===== src/rtl/sync_ram.sv =====
// sync_ram -- parametrised synchronous single-port RAM with a registered read
// port, a read-valid strobe, a selectable read-during-write behaviour and a
// reset-triggered clear sequencer that zeroes every word before the first
// access is accepted.
//
// Parameters:
//   DATA_WIDTH      word width in bits
//   ADDR_WIDTH      address width; DEPTH = 2**ADDR_WIDTH words
//   READ_MODE       0 = read-first (old data on same-address read+write),
//                   1 = write-first (new data)
//   CLEAR_ON_RESET  1 = zero the array after every reset, 0 = leave it as is
//
// Ports:
//   clk         single rising-edge clock
//   rst_n       asynchronous active-low reset
//   address     word address for both read and write
//   write_en    write data_in to address at the rising edge
//   read_en     read address at the rising edge
//   data_in     write data
//   data_out    registered read data; holds the last value read
//   read_valid  high for one cycle after each accepted read
//   busy        clear sequence running; all port accesses are ignored
module sync_ram #(
  parameter int DATA_WIDTH     = 8,
  parameter int ADDR_WIDTH     = 4,
  parameter int READ_MODE      = 0,
  parameter int CLEAR_ON_RESET = 1
) (
  input  logic                  clk,
  input  logic                  rst_n,
  input  logic [ADDR_WIDTH-1:0] address,
  input  logic                  write_en,
  input  logic                  read_en,
  input  logic [DATA_WIDTH-1:0] data_in,
  output logic [DATA_WIDTH-1:0] data_out,
  output logic                  read_valid,
  output logic                  busy
);

  localparam int DEPTH = 2 ** ADDR_WIDTH;
  localparam logic [ADDR_WIDTH-1:0] LAST_ADDR = ADDR_WIDTH'(DEPTH - 1);
  localparam bit WRITE_FIRST = (READ_MODE != 0);

  typedef enum logic {
    S_CLEAR,
    S_IDLE
  } state_t;

  localparam state_t RESET_STATE = (CLEAR_ON_RESET != 0) ? S_CLEAR : S_IDLE;

  state_t                  state_reg, state_next;
  logic [ADDR_WIDTH-1:0]   ptr_reg, ptr_next;

  // Single write port into the array, shared by the sequencer and the user.
  logic                    mem_we;
  logic [ADDR_WIDTH-1:0]   mem_waddr;
  logic [DATA_WIDTH-1:0]   mem_wdata;
  logic                    rd_accept;

  logic [DATA_WIDTH-1:0]   mem [DEPTH];

  // ---------------------------------------------------------------------------
  // Sequencer state register
  // ---------------------------------------------------------------------------
  always_ff @(posedge clk or negedge rst_n) begin
    if (!rst_n) begin
      state_reg <= RESET_STATE;
      ptr_reg   <= '0;
    end else begin
      state_reg <= state_next;
      ptr_reg   <= ptr_next;
    end
  end

  // ---------------------------------------------------------------------------
  // Next-state and write-port steering
  // ---------------------------------------------------------------------------
  always_comb begin
    state_next = state_reg;
    ptr_next   = ptr_reg;
    mem_we     = 1'b0;
    mem_waddr  = address;
    mem_wdata  = data_in;
    rd_accept  = 1'b0;

    case (state_reg)
      S_CLEAR: begin
        // The port is ignored here; the sequencer owns the write port.
        mem_we    = 1'b1;
        mem_waddr = ptr_reg;
        mem_wdata = '0;
        ptr_next  = ptr_reg + ADDR_WIDTH'(1);
        if (ptr_reg == LAST_ADDR) begin
          state_next = S_IDLE;
        end
      end
      S_IDLE: begin
        mem_we    = write_en;
        rd_accept = read_en;
      end
      default: begin
        state_next = RESET_STATE;
      end
    endcase
  end

  assign busy = (state_reg == S_CLEAR);

  // ---------------------------------------------------------------------------
  // Array: no reset on the contents so it maps onto block RAM.
  // ---------------------------------------------------------------------------
  always_ff @(posedge clk) begin
    if (mem_we) begin
      mem[mem_waddr] <= mem_wdata;
    end
  end

  // ---------------------------------------------------------------------------
  // Registered read. Read-first falls out of the non-blocking array update;
  // write-first forwards data_in when a write lands on the same edge (the
  // address is shared, so it is always the same word).
  // ---------------------------------------------------------------------------
  always_ff @(posedge clk or negedge rst_n) begin
    if (!rst_n) begin
      data_out   <= '0;
      read_valid <= 1'b0;
    end else begin
      read_valid <= rd_accept;
      if (rd_accept) begin
        if (WRITE_FIRST && write_en) begin
          data_out <= data_in;
        end else begin
          data_out <= mem[address];
        end
      end
    end
  end

endmodule

===== config.mk =====
export PLATFORM = sky130hd
export DESIGN_NAME = sync_ram
export DESIGN_NICKNAME = d
export VERILOG_FILES = /design/src/rtl/sync_ram.sv
export SDC_FILE = /design/constraint.sdc
export NUM_CORES = 1
export LEC_CHECK = 0
export CAP_MARGIN = 20
export CORE_MARGIN = 1.5
export CORE_UTILIZATION = 35
export CTS_BUF_LIST = sky130_fd_sc_hd__clkbuf_2
export CTS_CLUSTER_SIZE = 10
export DETAILED_ROUTE_END_ITERATION = 8
export PLACE_DENSITY_LB_ADDON = 0.15
export SLEW_MARGIN = 15
export SYNTH_ARGS = -nofsm -noshare
export SYNTH_HDL_FRONTEND = slang
export SYNTH_SLANG_ARGS = --single-unit

===== constraint.sdc =====
create_clock -name clk -period 3.2 [get_ports clk]
set_clock_uncertainty 0.15 [all_clocks]
set_input_delay 0.8 -clock clk [delete_from_list [all_inputs] [get_ports clk]]
set_output_delay 0.8 -clock clk [all_outputs]
set_load 0.01 [all_outputs]

==> Implementation_results.wiki, run 1 <==
{| class="wikitable"
! Metric !! Value
|-
| Result of the run || finished clean
|-
| Final antenna diode count || 0
|-
| WP data required || 2.25 ns
|-
| Number of standard cells in the layout, taps in and fillers out || 634
|-
| Post-synthesis instance total || 365
|-
| Internal power || 2.67 mW
|-
| Largest fanout on the critical path || 22
|-
| Cell taking the most area after synthesis || edfxtp_1
|-
| Worst slew margin relative to its limit || 41.5%
|-
| Flip-flop count of the largest register after layout || 128
|-
| Proportion of synthesized chip area in sequential cells || 73.1%
|-
| Data arrival at the endpoint of the critical path || 2.06 ns
|-
| LEAKAGE || 2.32 nW
|-
| Final setup violating endpoints || 0
|-
| Total number of nets in the final design || 422
|-
| Synth warn || 0
|-
| Global Route met3 Usage || 4.68%
|-
| Synthesis-to-finish area growth || 13.2%
|-
| Type of the worst min-delay path || flop to flop
|-
| Total track usage || 16.8%
|-
| Logic pwr share || 7.3%
|-
| Kind of end point of the critical path || output port
|-
| Routed wire length || 13000 um
|-
| Insertion delay to the later sink of the worst-skew pair || 0.69 ns
|-
| Overall die area || 17200 um2
|-
| Detailed placement HPWL || 8400 um
|-
| Depth of the worst register-to-register path || 4
|-
| Met2 Usage GRT || 28.4%
|-
| Number of buffers on the longest clock path || 2
|-
| Hold Fails Final Rpt || 0
|-
| CTS tree || built
|-
| Worst-case register-to-register setup slack || 0.84 ns
|-
| Net Switching || 0.755 mW
|-
| F_max || 332 MHz
|-
| Largest vdd supply drop || 0.236 mV
|-
| Clock power share || 32.8%
|-
| Mean instance size in the synthesized netlist || 15.7 um2
|-
| DIE WIDTH || 131 um
|-
| End-of-flow core utilization || 40.7%
|-
| Biggest area contributors in the synthesized netlist || edfxtp_1 67%, mux2i_1 11%, dfrtp_1 6.1%
|-
| Core Rows || 46
|-
| Crit Path Category || flop to output port
|-
| Worst flop-to-flop path endpoint || mem[8][4]
|-
| Maximum number of pins on one net before global-route repair || 49
|-
| Routed vias || 3120
|-
| Number of inserted filler cells in the final layout || 1521
|-
| Boundary pin count || 26
|-
| M1 GR Usage || 21.4%
|-
| Area fraction of the dominant cell type after synthesis || 67.0%
|-
| Number of max-slew violations in the final report || 0
|-
| Clock transition at the register clock pins on the worst setup and hold paths after CTS || 0.20 ns
|-
| Cell Pwr Density || 527 nW/um2
|-
| Transition time at the pin with the least slew margin || 0.874 ns
|-
| First-pass GRT wire length || 19700 um
|-
| Clock Root Buffer || clkbuf_2
|-
| Per-cell via count in the routed design || 4.92
|-
| Count of cells along the worst hold path || 2
|-
| DR iter-0 viols || 198
|-
| Distinct cell type count after synthesis || 27
|-
| Hold endpoint || data_out[5]
|-
| CTS Buf Count || 17
|-
| Clock sink total || 142
|-
| Part of the power in registers || 59.9%
|-
| GRT overflow || 0
|-
| DRC violation count after routing || 0
|-
| Final Critical Period || 3.01 ns
|-
| Max-Cap Viols || 0
|-
| Tcrit/Tclk final || 94.1%
|-
| Setup Fix Bufs, Post-CTS || 0
|-
| Kind of start point of the critical path || flop
|-
| Switching share of power || 22.1%
|-
| Initial core utilization || 36.0%
|-
| Count of H-tree levels built during CTS || 4
|-
| Core area || 15900 um2
|-
| RSZ-0062 raised after global routing || false
|-
| Post-cts sizing count || 1
|-
| Die Y || 131 um
|-
| Share of post-route cells with drive strength above 1 || 12.4%
|-
| Setup tns final || 0 ns
|-
| Net Count, Synth || 382
|-
| Layer carrying the most global-route usage || met2
|-
| Number of antenna violations at the first check in global routing || 0
|-
| Worst reg2reg startpoint || state_reg
|-
| Vias in the first global route || 3188
|-
| Mapped Area || 5740 um2
|-
| ANT nets after route || 0
|-
| Number of register bits inferred by synthesis || 142
|-
| Placer congestion estimate || 0.768
|-
| WL per Instance || 20.5 um
|-
| DP Cell Count || 602
|-
| IO Port Bufs || 25
|-
| Worst Min Path Start || data_out[5]
|-
| First-pass iteration count of the detailed router || 4
|-
| Hold buffers post-CTS || 0
|}
-- how the worst max path moves through the flow --
stage	startpoint	to	slack (ns)	cells after the start
floorplan	address[1]	mem[5][0]	0.74	5
global placement	address[2]	mem[10][1]	0.28	4
detailed placement	address[0]	mem[2][2]	0.23	4
CTS	state_reg	busy	0.13	2
global route	state_reg	busy	0.03	2
finish	state_reg	busy	0.19	2
-- cell type report --
| type | instances | area [um2] | share of cell area (%) |
|---|---|---|---|
| clock buffers | 23 | 115 | 1.77 |
| well taps | 216 | 270 | 4.16 |
| inverters | 3 | 11.3 | 0.173 |
| multi-input cells | 202 | 1390 | 21.5 |
| clock inverters | 9 | 144 | 2.22 |
| flip-flops and latches | 142 | 4200 | 64.6 |
| repair buffers | 39 | 365 | 5.63 |
-- logic make-up (layout without fill, tap and decap cells) --
group	after synthesis	count (layout)	synth area share, %
fa+ha+maj	1	1	0.218
buf+inv	21	74	2.57
simple gates	99	99	8.01
mux	65	65	11.4
compound gates	34	34	4.25
xor+xnor	3	3	0.458
flops	142	142	73.1
-- per-layer routing --
layer  up-vias  part of all wire, %
met3        10                  4.0
met4         0                 0.96
met5         -                    0
met1      1579                   43
met2        59                   52
li1       1472                    -
-- synth_stat cells --
cell / count
edfxtp_1: 128
mux2i_1: 64
nand2_1: 32
nand3_1: 21
nor2_1: 21
a22oi_1: 18
dfrtp_1: 14
a21oi_1: 10
and2_1: 9
nand4_1: 7
buf_6: 6
buf_4: 5
buf_2: 4
a31oi_1: 3
clkbuf_1: 3
nor2b_1: 3
xnor2_1: 3
a32oi_1: 2
inv_1: 2
nor2_2: 2
nor3_1: 2
and3_1: 1
ha_1: 1
inv_2: 1
mux2_2: 1
nor3b_1: 1
o32a_4: 1
-- power groups by stage --
stage / clock [mW] / combinational (mW) / sequential, mW
after global routing: 1.22 / 0.274 / 2.06
after CTS: 1.15 / 0.257 / 2.05
after detailed placement: 0 / 0.257 / 2.09
after global placement: 0 / 0.255 / 2.09
after floorplan: 0 / 0.132 / 2.10
final: 1.12 / 0.251 / 2.05
-- worst max-delay path, cell delays in order, from the launching register on --
cell and delay (ns):
dfrtp_2 0.59, inv_2 0.21, clkdlybuf4s50_1 0.57
-- per-stage QoR --
step / power (mW) / setup slack, ns / area (um2) / hold slack, ns
2_1_floorplan: 2.23 / 0.740 / 5740 / 0.354
3_3_place_gp: 2.35 / 0.279 / 6230 / 0.325
3_5_place_dp: 2.35 / 0.230 / 6230 / 0.318
4_1_cts: 3.46 / 0.133 / 6490 / 0.359
5_1_grt: 3.55 / 0.0321 / 6490 / 0.367
6_report: 3.43 / 0.188 / 6490 / 0.361
-- cell usage in the layout, fill, tap and decap left out, drive strengths merged --
| cell | synthesis | routed |
|---|---|---|
| edfxtp | 128 | 128 |
| mux2i | 64 | 64 |
| nand2 | 32 | 32 |
| clkdlybuf4s50 | 0 | 24 |
| clkbuf | 3 | 23 |
| nor2 | 23 | 23 |
| nand3 | 21 | 21 |
| a22oi | 18 | 18 |
| buf | 15 | 15 |
| dfrtp | 14 | 14 |
| a21oi | 10 | 10 |
| and2 | 9 | 9 |
| nand4 | 7 | 7 |
| clkinv | 0 | 5 |
| bufinv | 0 | 4 |
| a31oi | 3 | 3 |
| nor2b | 3 | 3 |
| xnor2 | 3 | 3 |
| inv | 3 | 3 |
| a32oi | 2 | 2 |
| nor3 | 2 | 2 |
| and3 | 1 | 1 |
| nor3b | 1 | 1 |
| o32a | 1 | 1 |
| mux2 | 1 | 1 |
| ha | 1 | 1 |
(Power assumes the default switching activity.)
==> run 2, diff against run 1 <==
--- a/config.mk
+++ b/config.mk
@@ -6,10 +6,9 @@
 export NUM_CORES = 1
 export LEC_CHECK = 0
 export CAP_MARGIN = 20
-export CORE_MARGIN = 1.5
 export CORE_UTILIZATION = 35
 export CTS_BUF_LIST = sky130_fd_sc_hd__clkbuf_2
-export CTS_CLUSTER_SIZE = 10
+export CTS_CLUSTER_SIZE = 25
 export DETAILED_ROUTE_END_ITERATION = 8
 export PLACE_DENSITY_LB_ADDON = 0.15
 export SLEW_MARGIN = 15
==> run 2 against run 1 <==
Compared with the run above: first-iteration DRC count rose by 4.0%; sequential cell count unchanged; routed wire length rose by 1.0%; combinational power hardly changed; utilization down 0.45 points; count of clock-buffer cells in the layout unchanged; die area is 1.5% lower; fmax fell by 0.59%; worst hold slack is essentially flat; sequential share of layout area rose by 0.72 points; final cell count unchanged; clock power fell by 20%; critical endpoint unchanged; largest cell class unchanged.
==> Implementation_results.wiki, run 2 (same netlist as run 1, synthesis figures left out) <==
{| class="wikitable"
! Metric !! Value
|-
| Result of the run || finished clean
|-
| Routed wire length || 13100 um (+1.0%)
|-
| Largest vdd supply drop || 0.258 mV (+9.4%)
|-
| M1 GR Usage || 22.0% (+0.67 points)
|-
| Tcrit/Tclk final || 94.7% (+0.56 points)
|-
| Overall die area || 16900 um2 (-1.5%)
|-
| Post-route cell area || 6420 um2 (-1.1%)
|-
| Share of post-route cells with drive strength above 1 || 12.2% (-0.24 points)
|-
| Setup Fix Bufs, Post-CTS || 0 (unchanged)
|-
| Clock transition at the register clock pins on the worst setup and hold paths after CTS || 0.19 ns (about the same)
|-
| Number of max-slew violations in the final report || 0 (unchanged)
|-
| Type of the worst min-delay path || flop to flop
|-
| First-pass GRT wire length || 19800 um (+0.67%)
|-
| Final setup violating endpoints || 0 (unchanged)
|-
| Cell Pwr Density || 499 nW/um2 (-5.4%)
|-
| Met2 Usage GRT || 27.7% (-0.74 points)
|-
| Max-Cap Viols || 0 (unchanged)
|-
| Transition time at the pin with the least slew margin || 0.895 ns (+0.0215 ns)
|-
| Boundary pin count || 26 (unchanged)
|-
| Worst-case register-to-register setup slack || 0.86 ns (+0.02 ns)
|-
| Routed vias || 3189 (+2.2%)
|-
| GRT overflow || 0 (unchanged)
|-
| Kind of start point of the critical path || flop
|-
| Core Rows || 46 (unchanged)
|-
| Number of buffers on the longest clock path || 2 (unchanged)
|-
| Total track usage || 17.1% (+0.30 points)
|-
| ANT nets after route || 0 (unchanged)
|-
| CTS Buf Count || 17 (unchanged)
|-
| Worst slew margin relative to its limit || 40.1% (-1.4 points)
|-
| Setup tns final || 0 ns (unchanged)
|-
| First-pass iteration count of the detailed router || 4 (unchanged)
|-
| Flip-flop count of the largest register after layout || 128 (unchanged)
|-
| Number of standard cells in the layout, taps in and fillers out || 634 (unchanged)
|-
| Global Route met3 Usage || 3.81% (-0.87 points)
|-
| Layer carrying the most global-route usage || met2
|-
| DRC violation count after routing || 0 (unchanged)
|-
| WP data required || 2.25 ns (about the same)
|-
| Largest fanout on the critical path || 22 (unchanged)
|-
| Crit Path Category || flop to output port
|-
| CTS tree || built
|-
| Commonest non-fill, non-tap cells in the layout || 128 x edfxtp_1, 64 x mux2i_1, 32 x nand2_1
|-
| Placer congestion estimate || 0.795 (+3.5%)
|-
| Final antenna diode count || 0 (unchanged)
|-
| DIE WIDTH || 130 um (-0.76%)
|-
| WL per Instance || 20.7 um (+1.0%)
|-
| Hold Fails Final Rpt || 0 (unchanged)
|-
| Per-cell via count in the routed design || 5.03 (+2.2%)
|-
| F_max || 330 MHz (-0.59%)
|-
| Data arrival at the endpoint of the critical path || 2.08 ns (+0.02 ns)
|-
| Die Y || 130 um (-0.76%)
|-
| Insertion delay to the later sink of the worst-skew pair || 0.71 ns (+0.02 ns)
|-
| Vias in the first global route || 3277 (+2.8%)
|-
| Clock Root Buffer || clkbuf_2
|-
| RSZ-0062 raised after global routing || false
|-
| Maximum number of pins on one net before global-route repair || 49 (unchanged)
|-
| LEAKAGE || 2.28 nW (-1.7%)
|-
| Detailed placement HPWL || 8470 um (+0.87%)
|-
| Core area || 15900 um2 (unchanged)
|-
| DR iter-0 viols || 206 (+4.0%)
|-
| Most common cell after layout, fill and taps aside || edfxtp_1
|-
| Clock sink total || 142 (unchanged)
|-
| Number of antenna violations at the first check in global routing || 0 (unchanged)
|-
| Kind of end point of the critical path || output port
|-
| IO Port Bufs || 25 (unchanged)
|-
| Final Critical Period || 3.03 ns (+0.0180 ns)
|-
| Synthesis-to-finish area growth || 12.0%
|-
| Worst hold slack || 0.362 ns (+0.000477 ns)
|-
| DP Cell Count || 602 (unchanged)
|-
| Count of H-tree levels built during CTS || 4 (unchanged)
|-
| Initial core utilization || 36.0% (unchanged)
|-
| Total number of nets in the final design || 422 (unchanged)
|-
| Instance area at placement || 6230 um2 (unchanged)
|}
run 2: stage by stage:
stage	utilization [%]	setup slack, ns	total power, mW
after CTS	40.3	0.109	3.24
after floorplan	-	0.740	2.23
after detailed placement	39.1	0.227	2.35
after global routing	40.3	0.0166	3.32
final	40.3	0.170	3.20
after global placement	39.1	0.282	2.35
run 2: worst max-delay path, cell delays in order, from the launching register on:
cell             delay, ns
dfrtp_2               0.58
inv_2                 0.22
clkdlybuf4s50_1       0.57
run 2: layout make-up:
class | instances | area (um2)
Clock inverter | 9 | 72.6
Fill cell | 1496 | 9520
Multi-Input combinational cell | 202 | 1390
Clock buffer | 23 | 115
Sequential cell | 142 | 4200
Timing Repair Buffer | 39 | 365
Tap cell | 216 | 270
Inverter | 3 | 11.3
run 2: what timing repair did:
| item | in CTS | in global routing |
|---|---|---|
| gates resized for setup | 1 | 0 |
| hold buffers | 0 | 0 |
| setup endpoints to repair | 1 | 0 |
run 2: layer usage:
layer	share of wire [%]	vias to the layer above
li1	-	1467
met1	45	1640
met2	49	60
met3	4.0	22
met4	2.1	0
met5	0	-
run 2: path summary, 6_finish.rpt:
check,end,cells past startpoint,startpoint
max,busy,2,state_reg
min,data_out[0],2,data_out[0]
max reg2reg,mem[2][1],4,state_reg
min reg2reg,data_out[0],2,data_out[0]
max in group asynchronous,state_reg,1,rst_n
min in group asynchronous,ptr_reg[3],1,rst_n
run 2: power breakdown:
group	switching, mW	total [mW]	internal [mW]
logic	0.153	0.253	0.100
clock network	0.611	0.899	0.288
registers	0.00917	2.05	2.04
